## src/rtl/cpu_pkg.sv

```systemverilog
// Shared definitions for the instruction-memory load path: loader FSM states and
// the default instruction-memory depth used by the loader and the imem write port.
package cpu_pkg;

   localparam int DEPTH_DEFAULT = 64;

   typedef enum logic [2:0] {
      IDLE  = 3'd0,
      COUNT = 3'd1,
      DATA  = 3'd2,
      WRITE = 3'd3,
      FIN   = 3'd4
   } load_state_e;

endpackage

```

## src/rtl/byte_packer.sv

```systemverilog
// Four-byte little-endian word assembler: each accepted byte lands in the lane
// selected by a 2-bit index that wraps 3 -> 0.
module byte_packer (
   input  logic        clk,
   input  logic        rst,
   input  logic        clr_i,
   input  logic        en_i,
   input  logic [7:0]  byte_i,
   output logic [31:0] word_o,
   output logic        word_full_o
);

   logic [31:0] word_q;
   logic [1:0]  idx_q;

   always_ff @(posedge clk) begin
      if (rst || clr_i) begin
         word_q <= '0;
         idx_q  <= '0;
      end else if (en_i) begin
         word_q[{idx_q, 3'b000} +: 8] <= byte_i;
         idx_q                        <= idx_q + 2'd1;
      end
   end

   // High in the cycle whose accepted byte completes the word.
   assign word_full_o = en_i && (idx_q == 2'd3);
   assign word_o      = word_q;

endmodule

```

## src/rtl/imem_loader.sv

```systemverilog
// Boot loader: takes a word count N then N little-endian 32-bit words from a byte
// stream and writes them to instruction memory from address 0, holding the core in reset.
module imem_loader
   import cpu_pkg::*;
#(
   parameter int DEPTH = DEPTH_DEFAULT,
   parameter int AW    = 32
) (
   input  logic          clk,
   input  logic          rst,
   input  logic          start,
   input  logic          in_valid,
   input  logic [7:0]    in_data,
   output logic          in_ready,
   output logic          mem_we,
   output logic [AW-1:0] mem_addr,
   output logic [31:0]   mem_wdata,
   output logic          busy,
   output logic          done,
   output logic          error,
   output logic [6:0]    words_loaded
);

   localparam int WIW = (DEPTH > 1) ? $clog2(DEPTH) : 1;

   load_state_e    state_q;
   logic [7:0]     n_q;
   logic [WIW-1:0] word_idx_q;
   logic [6:0]     words_q;
   logic           mem_we_q;
   logic [AW-1:0]  mem_addr_q;
   logic           done_q;
   logic           error_q;

   logic        accept;
   logic        pk_en;
   logic        pk_clr;
   logic        pk_full;
   logic [31:0] pk_word;
   logic [6:0]  next_words;

   // Stream handshake: a byte transfers on a rising edge where in_valid and in_ready
   // are both high; the producer holds in_data stable until then, so bytes stall, never drop.
   assign in_ready   = (state_q == COUNT) || (state_q == DATA);
   assign busy       = (state_q == COUNT) || (state_q == DATA) || (state_q == WRITE);
   assign accept     = in_valid && in_ready;
   assign pk_en      = accept && (state_q == DATA);
   assign pk_clr     = start && ((state_q == IDLE) || (state_q == FIN));
   assign next_words = words_q + 7'd1;

   byte_packer u_packer (
      .clk         (clk),
      .rst         (rst),
      .clr_i       (pk_clr),
      .en_i        (pk_en),
      .byte_i      (in_data),
      .word_o      (pk_word),
      .word_full_o (pk_full)
   );

   always_ff @(posedge clk) begin
      if (rst) begin
         state_q    <= IDLE;
         n_q        <= '0;
         word_idx_q <= '0;
         words_q    <= '0;
         mem_we_q   <= 1'b0;
         mem_addr_q <= '0;
         done_q     <= 1'b0;
         error_q    <= 1'b0;
      end else begin
         mem_we_q <= 1'b0;
         case (state_q)
            IDLE, FIN: begin
               if (start) begin
                  state_q    <= COUNT;
                  done_q     <= 1'b0;
                  error_q    <= 1'b0;
                  words_q    <= '0;
                  word_idx_q <= '0;
                  mem_addr_q <= '0;
               end
            end
            COUNT: begin
               if (accept) begin
                  n_q <= in_data;
                  if ((in_data == 8'd0) || (int'(in_data) > DEPTH)) begin
                     state_q <= FIN;
                     error_q <= 1'b1;
                  end else begin
                     state_q <= DATA;
                  end
               end
            end
            DATA: begin
               if (pk_full) begin
                  state_q    <= WRITE;
                  mem_we_q   <= 1'b1;
                  mem_addr_q <= AW'({word_idx_q, 2'b00});
               end
            end
            WRITE: begin
               words_q    <= next_words;
               word_idx_q <= word_idx_q + WIW'(1);
               if ({1'b0, next_words} < n_q) begin
                  state_q <= DATA;
               end else begin
                  state_q <= FIN;
                  done_q  <= 1'b1;
               end
            end
            default: state_q <= IDLE;
         endcase
      end
   end

   // The packer register already holds the complete word throughout WRITE.
   assign mem_we       = mem_we_q;
   assign mem_addr     = mem_addr_q;
   assign mem_wdata    = pk_word;
   assign done         = done_q;
   assign error        = error_q;
   assign words_loaded = words_q;

endmodule

```

## config.mk

```make
export PLATFORM = sky130hd
export DESIGN_NAME = imem_loader
export DESIGN_NICKNAME = d
export VERILOG_FILES = /design/src/rtl/cpu_pkg.sv /design/src/rtl/byte_packer.sv /design/src/rtl/imem_loader.sv
export SDC_FILE = /design/constraint.sdc
export NUM_CORES = 1
export LEC_CHECK = 0
export ABC_AREA = 0
export BUFFER_PORTS_ARGS = -buffer_cell sky130_fd_sc_hd__buf_4
export CAP_MARGIN = 40
export CORE_AREA = 2 2 87 89
export CTS_CLUSTER_SIZE = 16
export DETAILED_ROUTE_END_ITERATION = 10
export DIE_AREA = 0 0 89 91
export GPL_TIMING_DRIVEN = 1
export PLACE_DENSITY = 0.76
export SYNTH_ARGS = -nofsm -noshare
export SYNTH_HDL_FRONTEND = slang
export SYNTH_SLANG_ARGS = --single-unit
```

## constraint.sdc

```tcl
create_clock -name clk -period 2.3 [get_ports clk]
set_input_delay 0.115 -clock clk [delete_from_list [all_inputs] [get_ports clk]]
set_output_delay 0.115 -clock clk [all_outputs]
set_load 0.05 [all_outputs]
```

# Yosys cells after proc, flatten, opt, wreduce, memory -nomap -nowiden

Index checks and enable logic that the tools add are counted.

Register bits after elaboration: 93
Bits of input ports: 12
Output and inout bits: 76
Word-level logic and storage cells: 72

Add/subtract/negate cells: 4
Order comparisons: 2
Equal/unequal tests: 10
Shift-type cells: 2
Mux-type cells: 21
Bitwise operators: 1
Reductions and logical operators: 22

Operator list:

| operator                                                                        | number |
|---|---|
| 32-bit two-way mux                                                              | 2 |
| 32-bit case mux with 2 select lines                                             | 1 |
| 32-bit bitwise mux                                                              | 1 |
| 8-bit by 7-bit variable shift with 32-bit output, first input constant          | 1 |
| 8-bit by 7-bit indexed part select with 32-bit output                           | 1 |
| 3-bit two-way mux                                                               | 5 |
| 7-bit case mux with 2 select lines                                              | 1 |
| 3-bit case mux with 4 select lines                                              | 1 |
| 6-bit case mux with 2 select lines                                              | 1 |
| 3-bit AND reduction                                                             | 3 |
| 8-bit by 7-bit greater-than comparator with 1-bit output, second input constant | 1 |
| 8-bit zero test                                                                 | 1 |
| 7-bit by 8-bit less-than comparator with 1-bit output                           | 1 |
| 2-bit inequality test, second input constant                                    | 4 |
| 7-bit by 1-bit adder with 7-bit output, second input constant                   | 1 |
| 7-bit two-way mux                                                               | 1 |
| 5-bit negation with 7-bit output                                                | 1 |
| 6-bit by 1-bit adder with 6-bit output, second input constant                   | 1 |
| 3-bit by 2-bit equality test with 1-bit output, second input constant           | 2 |
| 6-bit two-way mux                                                               | 1 |
| 2-bit nonzero test                                                              | 3 |
| 1-bit logical OR                                                                | 5 |
| 1-bit two-way mux                                                               | 5 |
| 1-bit logical AND                                                               | 4 |
| other kinds (11)                                                                | 14 |

# Longest topological paths before layout

Depth after elaboration: 7
Mapped depth: 9
Mapped depth without buffers: 9

# Cells and area by module

Synthesis repeated with hierarchy kept, for this count alone.

Cell total of the unflattened synthesis: 388
Area, all modules: 3300.7 um^2

By module, submodules not included:

| module      | times used | cells an instance | area an instance (um^2) | sequential area each (um^2) |
|---|---|---|---|---|
| imem_loader | 1          | 239               | 1908.1                  | 660.6 |
| byte_packer | 1          | 149               | 1392.6                  | 680.7 |

# Worst setup path after synthesis

OpenSTA, ideal clock, no wires.

Path kind: register to register
Start: reg words_q[0], in the netlist words_loaded[0]
End: reg state_q[2]
Library setup time: 86 ps
Arrival: 2700 ps
Required time: 2214 ps
Slack: -486 ps
Cell stages (with the launch flop): 10
Buffers on the path: 0
Period minus slack after synthesis: 2786 ps
Cell sequence: dfxtp_1 ha_1 nand3_1 o21a_1 or2_2 ha_1 nand4b_1 a311oi_1 o21ai_0 a211oi_1

Longest elaborated chain between the ends: 4

RTL lines:

| element                                               | line               | RTL |
|---|---|---|
| start, declared                                       | imem_loader.sv:29  | `logic [6:0] words_q;` |
| start signal, assigned                                | imem_loader.sv:103 | `words_q <= next_words;` |
| 7-bit by 1-bit adder with 7-bit output                | imem_loader.sv:49  | `assign next_words = words_q + 7'd1;` |
| 7-bit by 8-bit less-than comparator with 1-bit output | imem_loader.sv:105 | `if ({1'b0, next_words} < n_q) begin` |
| 3-bit two-way mux                                     | imem_loader.sv:105 |  |
| 3-bit case mux with 4 select lines                    | imem_loader.sv:73  | `case (state_q)` |
| end signal, assigned                                  | imem_loader.sv:76  | `state_q <= COUNT;` |
| end signal, assigned                                  | imem_loader.sv:106 | `state_q <= DATA;` |
| end signal, assigned                                  | imem_loader.sv:108 | `state_q <= FIN;` |
| end, declared                                         | imem_loader.sv:26  | `load_state_e state_q;` |

Every way passes these cells.
A chain may end at the register's enable or synchronous reset.

# Worst setup path in the final report

Start: reg words_q[0], in the netlist words_loaded[0]
End: reg state_q[1]

Same word-level chain as after synthesis.

==> results_dict.tcl <==
set metrics [dict create \
    fin_nets 490 \
    reg2reg_depth 9 \
    p_switching_mw 0.747 \
    synth-compound-area-share 0.169 \
    layout_commonest_cell "buf_4" \
    drtAntennaViolNets 0 \
    min_path_cells 3 \
    critPathMaxFanout 3 \
    synth_fa_ha_area_frac 0.0482 \
    cts_tree "built" \
    clk_path_buf_depth 2 \
    peakVddDrop_v 0.000358 \
    ys_ff_latch 67 \
    synth_mux_area_frac 0.0189 \
    diodes 0 \
    cts_num_sinks 67 \
    worstSetupEndpointType "register" \
    clkTransAtPathRegs_ns 0.08 \
    p_per_area_nw_per_um2 583 \
    die_y_um 91 \
    power_frac_comb 0.118 \
    synth.top_cells.by_area "dfxtp_1 (40%), a21oi_1 (9.0%), buf_4 (7.3%)" \
    grt_remaining_overflow 0 \
    synth.distinct_cells 57 \
    antenna_found_initial 0 \
    setup_viol 0 \
    synthCells 407 \
    yosys.area_share.xor_xnor 0.0130 \
    synthSimpleGateAreaFrac 0.232 \
    die_x_um 89 \
    p_leak_nw 1.54 \
    syn_area_per_cell_um2 8.30 \
    synthesis.area_um2 3380 \
    p_clk_frac 0.388 \
    firstDrtPassIters 4 \
    cts_buffers 9 \
    io_pins 88 \
    rows 31 \
    fill_cells 685 \
    max-cap-violations 0 \
    placed_cell_area_um2 3790 \
    dieArea_um2 8100 \
    hold_path.class "in -> reg" \
    p_int_mw 1.64 \
    report.final.hold_viol_count 0 \
    worst_slew_margin_rel 0.592 \
    grt_usage 0.206 \
    synth-main-ff-cell "dfxtp_1" \
    drc 0 \
    critPathKind "reg -> reg" \
    yosysSeqAreaShare 0.397 \
    setup_tns_ns 0 \
    cts_root_buf "clkbuf_8" \
    start_util 0.473 \
    synthArstFlopShare 0 \
    rsz0062_at_grt "yes" \
    routed_wl_mm 8.14 \
    cp.required_ns 2.55 \
    wl_per_cell_um 14.3 \
    synth_edf_count 0 \
    fin_area_um2 4090 \
    postCtsHoldBufs 0 \
    num_vias 2969 \
    fin_worst_skew_ns 0.00871 \
    io_buffer_count 61 \
    dp_hpwl_mm 5.45 \
    clkLatencyLatePin_ns 0.36 \
    syn2layout_area_growth_pct 21.0 \
    slew_viol_final 0 \
    drt_iter0_drc 164 \
    finalCriticalPeriod_ns 2.20 \
    worstPathArrival_ns 2.45 \
    fmax_ghz 0.455 \
    synth.top_cell.area_share 0.397 \
    drive_gt1_frac 0.255 \
    htreeDepth 3 \
    status "finished, final reports clean" \
    startpoint_type "register" \
    grt_pass1_vias 2733 \
    grt_pass1_wl_mm 13.1 \
    seq_power_share 0.495 \
    fin_crit_sh 0.955 \
    avgViaCountPerCell 5.22 \
    synth_top_family_by_area "simple AND/OR/NAND/NOR gates" \
    globalplace.congestion 0.828 \
    yosysWarnings 0 \
    p_sw_frac 0.313 \
    yosysTopAreaCell "dfxtp_1" \
    worst_slew_pin_slew_ns 0.611 \
    coreArea_um2 7140 \
    grt_max_degree 35 \
    final_cell_mix "buf_4 (73), dfxtp_1 (62), a21oi_1 (61), nand2_1 (43), nor2_1 (38)" \
]
final timing paths:
path	from	slack, ns	endpoint
worst max register to register	words_loaded[0]	0.10	state_q[1]
worst min-delay path	in_data[1]	0.06	n_q[1]
worst max-delay path	words_loaded[0]	0.10	state_q[1]
worst min register to register	u_packer.word_o[6]	0.46	u_packer.word_o[6]
synthesized netlist by cell type (2+ instances only):
cell type  instances
buf_6              4
a21oi_1           61
buf_4             33
a211oi_1           3
o21a_1             2
inv_1             10
buf_2              7
o21ai_2            2
and2_1             5
a22oi_1            2
or2_2              2
mux2_2             2
o21ai_0           11
dfxtp_1           67
nand3_1           35
ha_1              13
clkbuf_1           7
nor3b_1            4
nand3b_1           3
nor2_1            38
nand2_1           43
clkbuf_2           2
xnor2_1            4
nor3_1             5
mux2i_1            3
nand4_1            7
o211ai_1           2
worst max-delay path: stages (launching register included):
cell and delay (ns):
dfxtp_4 0.37, ha_4 0.15, nand3_4 0.08, o21a_1 0.19
or2_4 0.25, ha_4 0.27, nand4b_1 0.16, a311oi_2 0.31
o211ai_1 0.13, o2111a_1 0.19
layout make-up:
class,count,area [um2],share of cell area
multi-input combinational,301,1820,0.445
sequential,67,1350,0.331
timing repair buffer,75,571,0.140
clock buffer,9,124,0.0303
tap,99,124,0.0303
clock inverter,7,57.6,0.0141
inverter,11,41.3,0.0101
metal layers:
layer	global-route usage	share of wire	vias to the layer above
li1	-	-	1471
met1	0.243	0.41	1391
met2	0.342	0.51	96
met3	0.0564	0.062	11
met4	0.0958	0.016	0
met5	0	0	-
what timing repair did:
item,CTS,global route
pin swaps,5,7
endpoints found under the setup margin,2,3
buffers inserted,5,0
resized for setup,4,9
through the flow:
| stage | total power [mW] | setup WS [ns] | utilization | std cells | hold slack (ns) |
|---|---|---|---|---|---|
| 2_1_floorplan | 1.47 | 0.00125 | - | 432 | 0.254 |
| 3_3_place_gp | 1.48 | 0.117 | 0.531 | 548 | 0.427 |
| 3_5_place_dp | 1.48 | -0.0266 | 0.531 | 548 | 0.431 |
| 4_1_cts | 2.40 | 0.00720 | 0.567 | 569 | 0.0414 |
| 5_1_grt | 2.47 | -0.0115 | 0.573 | 569 | 0.0615 |
| 6_report | 2.38 | 0.104 | 0.573 | 569 | 0.0586 |
sequential cells by signal (all words and copies together) (netlist names):
name,count
error,1
u_packer.word_o,32
state_q,3
n_q,8
mem_we,1
done,1
u_packer.idx_q,2
words_loaded,7
mem_addr,6
word_idx_q,6
kinds of logic after synthesis:
| group | count (synthesis) |
|---|---|
| compound gates | 93 |
| xor+xnor | 5 |
| fa+ha+maj | 13 |
| buf+inv | 64 |
| flops | 67 |
| mux | 6 |
| other cells | 1 |
| simple gates | 158 |
power by group through the flow:
stage          sequential [mW]  clock [mW]  combinational [mW]
4_1_cts                   1.18       0.946               0.277
2_1_floorplan             1.20           0               0.268
3_3_place_gp              1.21           0               0.271
6_report                  1.18       0.923               0.280
3_5_place_dp              1.21           0               0.274
5_1_grt                   1.18       0.993               0.298
Note: power is estimated with default switching activity, not from simulation.
